[config.mk]
export PLATFORM = sky130hd
export DESIGN_NAME = dual_bin2bcd_seq
export DESIGN_NICKNAME = d
export VERILOG_FILES = /design/src/rtl/dual_bin2bcd_seq.sv
export SDC_FILE = /design/constraint.sdc
export NUM_CORES = 1
export LEC_CHECK = 0
export CAP_MARGIN = 20
export CELL_PAD_IN_SITES_DETAIL_PLACEMENT = 1
export CELL_PAD_IN_SITES_GLOBAL_PLACEMENT = 1
export CORE_MARGIN = 1.5
export CORE_UTILIZATION = 41
export CTS_CLUSTER_SIZE = 12
export DETAILED_ROUTE_END_ITERATION = 16
export GPL_TIMING_DRIVEN = 0
export PLACE_DENSITY = 0.91
export RECOVER_POWER = 25
export SETUP_SLACK_MARGIN = 0.1
export SYNTH_ARGS = -nofsm -noshare
export SYNTH_HDL_FRONTEND = slang
export SYNTH_SLANG_ARGS = --single-unit
[constraint.sdc]
create_clock -name CLK50MHZ -period 1.6 [get_ports CLK50MHZ]
set_input_delay 0.24 -clock CLK50MHZ [delete_from_list [all_inputs] [get_ports CLK50MHZ]]
set_output_delay 0.24 -clock CLK50MHZ [all_outputs]
set_load 0.05 [all_outputs]
[src/rtl/dual_bin2bcd_seq.sv]
// dual_bin2bcd_seq: two-channel sequential binary-to-BCD converter (shift-add-3).
// Accepts two unsigned WIDTH-bit values per valid/ready transaction and, WIDTH
// cycles later, presents both as packed BCD (digit 0 in bits [3:0]). The result
// is held until the downstream side accepts it.
//
// Ports:
//   CLK50MHZ   in   clock, rising edge
//   RESET      in   synchronous, active-high reset
//   in_valid   in   upstream presents in_a/in_b
//   in_ready   out  idle, can accept a transaction
//   in_a/in_b  in   binary values, WIDTH bits each
//   out_valid  out  bcd_a/bcd_b hold a completed result
//   out_ready  in   downstream accepts the result
//   bcd_a/b    out  packed BCD, 4*DIGITS bits each
//   busy       out  conversion in progress
//
// DIGITS must satisfy 10**DIGITS > 2**WIDTH - 1.

`timescale 1ns / 1ps

module dual_bin2bcd_seq #(
  parameter int unsigned WIDTH  = 8,
  parameter int unsigned DIGITS = 3
) (
  input  logic                  CLK50MHZ,
  input  logic                  RESET,
  input  logic                  in_valid,
  output logic                  in_ready,
  input  logic [WIDTH-1:0]      in_a,
  input  logic [WIDTH-1:0]      in_b,
  output logic                  out_valid,
  input  logic                  out_ready,
  output logic [4*DIGITS-1:0]   bcd_a,
  output logic [4*DIGITS-1:0]   bcd_b,
  output logic                  busy
);

  localparam int unsigned CntW = $clog2(WIDTH) + 1;
  localparam int unsigned BcdW = 4 * DIGITS;
  localparam logic [CntW-1:0] LastIter = CntW'(WIDTH - 1);

  typedef enum logic [1:0] {
    StIdle,
    StShift,
    StDone
  } state_e;

  state_e r_state;
  state_e w_state_nxt;

  logic [WIDTH-1:0] r_bin_a, r_bin_b;
  logic [BcdW-1:0]  r_acc_a, r_acc_b;
  logic [CntW-1:0]  r_cnt;
  logic [BcdW-1:0]  r_bcd_a, r_bcd_b;

  logic [BcdW-1:0]  w_adj_a, w_adj_b;
  logic [BcdW-1:0]  w_acc_a_nxt, w_acc_b_nxt;
  logic [WIDTH-1:0] w_bin_a_nxt, w_bin_b_nxt;
  logic             w_last;

  // Add 3 to every nibble >= 5; nibbles are independent, no carry between them.
  function automatic logic [BcdW-1:0] add3(input logic [BcdW-1:0] acc);
    logic [BcdW-1:0] res;
    res = acc;
    for (int unsigned d = 0; d < DIGITS; d++) begin
      if (acc[4*d +: 4] >= 4'd5) begin
        res[4*d +: 4] = acc[4*d +: 4] + 4'd3;
      end
    end
    return res;
  endfunction

  // One double-dabble iteration per channel: adjust, then shift {bcd, bin}
  // left with the binary MSB entering BCD bit 0.
  always_comb begin
    w_adj_a     = add3(r_acc_a);
    w_adj_b     = add3(r_acc_b);
    w_acc_a_nxt = {w_adj_a[BcdW-2:0], r_bin_a[WIDTH-1]};
    w_acc_b_nxt = {w_adj_b[BcdW-2:0], r_bin_b[WIDTH-1]};
    w_bin_a_nxt = r_bin_a << 1;
    w_bin_b_nxt = r_bin_b << 1;
    w_last      = (r_cnt == LastIter);
  end

  // State register
  always_ff @(posedge CLK50MHZ) begin
    if (RESET) begin
      r_state <= StIdle;
    end else begin
      r_state <= w_state_nxt;
    end
  end

  // Next-state logic
  always_comb begin
    w_state_nxt = r_state;
    unique case (r_state)
      StIdle:  if (in_valid)  w_state_nxt = StShift;
      StShift: if (w_last)    w_state_nxt = StDone;
      StDone:  if (out_ready) w_state_nxt = StIdle;
      default:                w_state_nxt = StIdle;
    endcase
  end

  // Datapath; result registers load only on the final iteration so
  // intermediate accumulators never reach the outputs.
  always_ff @(posedge CLK50MHZ) begin
    if (RESET) begin
      r_bin_a <= '0;
      r_bin_b <= '0;
      r_acc_a <= '0;
      r_acc_b <= '0;
      r_cnt   <= '0;
      r_bcd_a <= '0;
      r_bcd_b <= '0;
    end else begin
      unique case (r_state)
        StIdle: begin
          if (in_valid) begin
            r_bin_a <= in_a;
            r_bin_b <= in_b;
            r_acc_a <= '0;
            r_acc_b <= '0;
            r_cnt   <= '0;
          end
        end
        StShift: begin
          r_acc_a <= w_acc_a_nxt;
          r_acc_b <= w_acc_b_nxt;
          r_bin_a <= w_bin_a_nxt;
          r_bin_b <= w_bin_b_nxt;
          r_cnt   <= r_cnt + CntW'(1);
          if (w_last) begin
            r_bcd_a <= w_acc_a_nxt;
            r_bcd_b <= w_acc_b_nxt;
          end
        end
        default: ;
      endcase
    end
  end

  // Handshake flags decode registered state only.
  assign in_ready  = (r_state == StIdle);
  assign busy      = (r_state == StShift);
  assign out_valid = (r_state == StDone);
  assign bcd_a     = r_bcd_a;
  assign bcd_b     = r_bcd_b;

endmodule

After elaboration in Yosys (flattened, before gate mapping)

Cells that the tools add are included.

Output and inout bits: 27
Input port bits: 20
Word-level logic and storage cells: 51
Flip-flop bits (word level): 70

Reductions and logical operators: 5
Magnitude comparators: 6
$add $sub $neg: 7
Multiplexer cells: 19
Eq/ne operators: 6

Operators with widths:

| kind                                                              | number |
|---|---|
| case mux 12 bit (2 select lines)                                  | 2 |
| case mux 8 bit (2 select lines)                                   | 2 |
| greater-or-equal comparator 4 x 3 -> 1 bit, second input constant | 6 |
| two-way mux 4 bit                                                 | 5 |
| adder 4 x 2 -> 4 bit, second input constant                       | 4 |
| two-way mux 8 bit                                                 | 2 |
| two-way mux 12 bit                                                | 1 |
| case mux 4 bit (2 select lines)                                   | 1 |
| adder 3 x 2 -> 3 bit, second input constant                       | 2 |
| two-way mux 2 bit                                                 | 3 |
| two-way mux 3 bit                                                 | 2 |
| case mux 2 bit (3 select lines)                                   | 1 |
| adder 4 x 1 -> 4 bit, second input constant                       | 1 |
| equality test 4 x 3 -> 1 bit, second input constant               | 1 |
| inequality test 2 x 1 -> 1 bit, second input constant             | 2 |
| AND reduction 2 bit                                               | 2 |
| AND reduction 3 bit                                               | 1 |
| equality test 2 x 1 -> 1 bit, second input constant               | 1 |
| equality test 2 bit, second input constant                        | 1 |
| logical NOT 2 bit                                                 | 1 |
| inequality test 2 bit, second input constant                      | 1 |
| nonzero test 2 bit                                                | 1 |

Longest topological paths before layout

Word-level depth: 3
Mapped depth: 7
Mapped depth without buffers: 6

Worst setup path after synthesis

OpenSTA, ideal clock, no wires.

Path type: register -> register
Start point: register r_state[1]
End point: register r_state[1]
Setup slack: -127 ps
Buffers on the path: 1
Clock period less this slack: 1727 ps
Setup time: 66 ps
Arrival: 1661 ps
Stages on the path, launching flop included: 5
Required time: 1534 ps
Cells stage by stage: dfxtp_1 -> clkbuf_1 -> nor2b_1 -> a21oi_1 -> nor2_1

Cells in the longest elaborated chain, start to end: 3
Elaborated cells between the ends (all ways): 8
Those cells by class: eq/ne: 5; mux: 1; reduce/logical: 2

Ends and longest elaborated chain:

| what                                     | line | RTL |
|---|---|---|
| start: declaration                       | 48   | `state_e r_state;` |
| start signal: assignment                 | 88   | `r_state <= StIdle;` |
| start signal: assignment                 | 90   | `r_state <= w_state_nxt;` |
| equality test 2 bit *                    | -    |  |
| net out_valid                            | 31   | `output logic out_valid,` |
| inequality test 2 x 1 -> 1 bit (no line) | -    |  |
| AND reduction 3 bit (no line)            | -    |  |

Mark *: on every way through the listed nets, which the timed path passes. The rest lies on a longest branch.
A chain may end at the register's enable or synchronous reset.

Worst setup path after layout

Start point: input in_valid
End point: register r_acc_b[4]

Cells in the longest elaborated chain, start to end: 2

Ends and longest elaborated chain:

| what                            | line | RTL |
|---|---|---|
| start: declaration              | 27   | `input logic in_valid,` |
| inequality test 2 bit (no line) | -    |  |
| AND reduction 2 bit (no line)   | -    |  |
| end signal: assignment          | 129  | `r_acc_b <= w_acc_b_nxt;` |
| end: declaration                | 52   | `logic [BcdW-1:0] r_acc_a, r_acc_b;` |

No other way between the ends.

==> flow_summary_export.csv <==
group,metric,value,unit
status,status,"finished with violations",
status,failed_checks,"negative setup slack",
timing,final_setup_violation_count,9,
timing,timing_max_transition_violations_final,0,
synthesis,synth-seq-cells,70,
critical_path,start_kind,"input port",
grt,grt_max_degree,13,
pwr,vdd_drop_max,0.4654,mV
pwr,power.combinational.fraction,11.1,%
grt,grt_pass1_vias,3599,
cells_and_area,design.final.nets,514,
route,route.final.wire_length,15270,um
synthesis,post_synth_mux_area_share,2.924,%
cells_and_area,diodes,0,
synthesis,synth_fa_ha_area_share,4.873,%
pwr,power.share.sequential,43.3,%
critical_path,critPathMaxFanout,10,
timing,post-route-period-util,104.0,%
route,detail_route.wirelength.met1,6256,um
synthesis,yosysSeqAreaShare,41.98,%
clock_tree,cts-root-buf,"clkbuf_8",
timing,postLayoutSetupSlackWorst,-0.06388,ns
clock_tree,clock_sinks,70,
synthesis,synthArstFlopShare,0,%
die,floorplan.core_area,7807,um^2
route,drt.antenna.violating_nets,0,
pwr,power_frac_clock,45.7,%
placed_design,placement.io_buffers,46,
clock_tree,htreeDepth,3,
critical_path,max_stage_delay,0.50,ns
timing,transition_at_the_pin_with_the_smallest_max_transition_slack,0.5942,ns
worst_hold_path,holdCritPathClass,"reg2reg",
synthesis,postSynthAreaPerCell,8.430,um^2
route,route.top_layer_used,"met4",
placed_design,place_area,3931,um^2
die,row_count,32,
cells_and_area,drive_gt1_share,34.57,%
critical_path,cp_cell_sequence,"clkdlybuf4s50_1 > o21bai_4 > nor2b_1 > buf_2 > buf_4 > nand2_1 > o21ai_0",
clock_tree,cts-buffers-inserted,9,
pwr,p_switching,1.107,mW
timing,finalWorstPathRequiredPeriod,1.664,ns
synthesis,synth-main-ff-cell,"dfxtp_1",
synthesis,synth_compound_area_share,23.09,%
critical_path,cp_top_family,"buffers and inverters",
critical_path,crit_path_kind,"in2reg",
cells_and_area,final_util,63.72,%
route,route.detailed.drc,0,
route,drt-initial-drc-count,268,
clock_tree,clk_pin_slew,0.09,ns
job,max_cap_violations,0,
grt,antenna_found_initial,0,
synthesis,postSynthCellCount,396,
die,floorplan.die_area,8692,um^2
route,metal2_wl,7361,um
die,initial_utilization,42.76,%
critical_path,worstSetupEndpointType,"flop",
route,detail_route.first_pass.iterations,5,
cells_and_area,mostFrequentLayoutCell,"dfxtp_1",
route,route.vias.total,3576,
placed_design,routabilityCongestion,0.8379,
pwr,intPower,3.098,mW
route,route.met3.wl,953,um
route,viasPerCell,6.082,
synthesis,synth-xor-area-share,1.574,%
timing,hold_ws,0.5063,ns
timing,grt_setup_unrepaired,"true",
clock_tree,worst_skew_pair.late_latency,0.37,ns
pwr,sw_frac_of_total,26.33,%
critical_path,cp_slowest_cell,"clkdlybuf4s50_1",
timing,timing.max_slew.rel_slack,60.56,%
cells_and_area,postLayoutCellArea,4975,um^2
synthesis,synthesized_net_count,429,
clock_tree,largest_buffer_count_on_any_clock_path,2,
cells_and_area,final_cell_mix,"55 x dfxtp_1, 51 x nor2_1, 40 x a21oi_1, 25 x buf_4",
timing,final_clock_skew,0.009605,ns
synthesis,netlist_area,3338,um^2
synthesis,edff_count_synth,0,
clock_tree,cts_hold_buffers,0,
grt,grt_use_total,29.47,%
synthesis,synthDistinctLibCells,36,
timing,fmax,601.0,MHz
die,pin_count,47,
synthesis,synth_top_family_by_area,"compound AO/OA/AOI/OAI gates",
die,die_y,93.23,um
pwr,report.power.total,4.205,mW
pwr,leakage,1.881,nW
pwr,powerDensity,845.3,nW/um^2
placed_design,hpwl_after_detailed_placement,6982,um
cells_and_area,syn_to_final_growth,49.03,%
timing,setup_tns,-0.3003,ns
timing,hold_violations_final,0,
critical_path,cp_bufs_invs,3,
synthesis,synth-warning-count,0,
critical_path,required,1.86,ns
critical_path,critPathArrivalTime,1.92,ns
synthesis,yosys.area_share.simple,19.30,%
clock_tree,clock_tree_from_tritoncts,"yes",
die,dieWidth,93.23,um
route,route.detailed.wl_per_inst,25.97,um
grt,grt_first_pass_wirelength,19470,um
grt,grt_remaining_overflow,0,
synth_stat cells, types with 3 or more instances:
| master | instances | area (um^2) |
|---|---|---|
| dfxtp_1 | 70 | 1401 |
| nor2_1 | 53 | 198.9 |
| a21oi_1 | 48 | 240.2 |
| o21ai_0 | 23 | 115.1 |
| inv_1 | 22 | 82.58 |
| nand2b_1 | 17 | 106.4 |
| nand2_1 | 14 | 52.55 |
| ha_1 | 13 | 162.7 |
| o22ai_1 | 13 | 81.33 |
| nor3b_1 | 12 | 90.09 |
| nor2b_1 | 11 | 68.82 |
| a211oi_1 | 10 | 75.07 |
| buf_2 | 9 | 45.04 |
| clkbuf_1 | 9 | 33.78 |
| nor3_1 | 8 | 40.04 |
| nand3_1 | 7 | 35.03 |
| mux2_2 | 6 | 67.56 |
| xnor2_1 | 6 | 52.55 |
| a2111oi_2 | 5 | 75.07 |
| a22oi_1 | 5 | 37.54 |
| o21ai_1 | 5 | 25.02 |
| o221a_2 | 5 | 56.30 |
| buf_4 | 4 | 30.03 |
| buf_1 | 3 | 11.26 |
| mux2i_1 | 3 | 30.03 |
stage by stage:
| step | std cells | setup slack, ns |
|---|---|---|
| CTS | 571 | -0.09212 |
| floorplan | 396 | 0.1511 |
| global route | 588 | -0.09055 |
| global placement | 544 | -0.5676 |
| detailed placement | 544 | -0.5951 |
| finish | 588 | -0.06388 |
tightest hold or removal path, cell delays in order (launching register included):
cell,delay [ns]
dfxtp_1,0.32
nor2_1,0.10
a211oi_1,0.05
state kept, by name (all words and copies together) (netlist names):
name	count
r_cnt	4
r_acc_b	12
r_bin_b	8
r_acc_a	12
bcd_a	12
bcd_b	12
r_state	2
r_bin_a	8
cell families (layout without fill, tap and decap cells):
group | after synthesis | in the layout
simple gates | 128 | 128
compound gates | 122 | 122
flops | 70 | 70
buf+inv | 48 | 138
fa+ha+maj | 13 | 13
mux | 9 | 9
xor+xnor | 6 | 6
power by group through the flow:
stage	registers, mW	logic [mW]	clock network, mW
final	1.82	0.465	1.92
after global routing	1.82	0.485	1.97
after CTS	1.82	0.378	1.83
after detailed placement	1.85	0.343	0
after global placement	1.85	0.328	0
after floorplan	1.84	0.218	0
layout make-up:
type | instances | area [um^2]
Inverter | 23 | 106.4
Clock buffer | 11 | 151.4
Sequential cell | 70 | 1430
Multi-Input combinational cell | 278 | 2146
Fill cell | 869 | 2833
Tap cell | 102 | 127.6
Clock inverter | 5 | 105.1
Buffer | 25 | 217.7
Timing Repair Buffer | 74 | 690.7
repair_timing:
item / in CTS / in global routing
setup buffers: 11 / 15
pin swaps: 7 / 21
resized for setup: 118 / 111
gates cloned: 0 / 2
endpoints found under the setup margin: 95 / 69
metal layers:
layer	GRT usage (%)	vias up
li1	-	1553
met1	34.64	1769
met2	51.57	192
met3	6.341	62
met4	11.99	0
met5	0	-
final timing paths:
| check | start | to | slack [ns] | cells after the start |
|---|---|---|---|---|
| setup reg to reg | r_state[0] | r_acc_b[4] | -0.03 | 6 |
| hold / removal | bcd_b[8] | bcd_b[8] | 0.51 | 2 |
| hold reg to reg | bcd_b[8] | bcd_b[8] | 0.51 | 2 |
| setup / recovery | in_valid | r_acc_b[4] | -0.06 | 7 |
No activity file was read; power rests on OpenSTA's default activity.
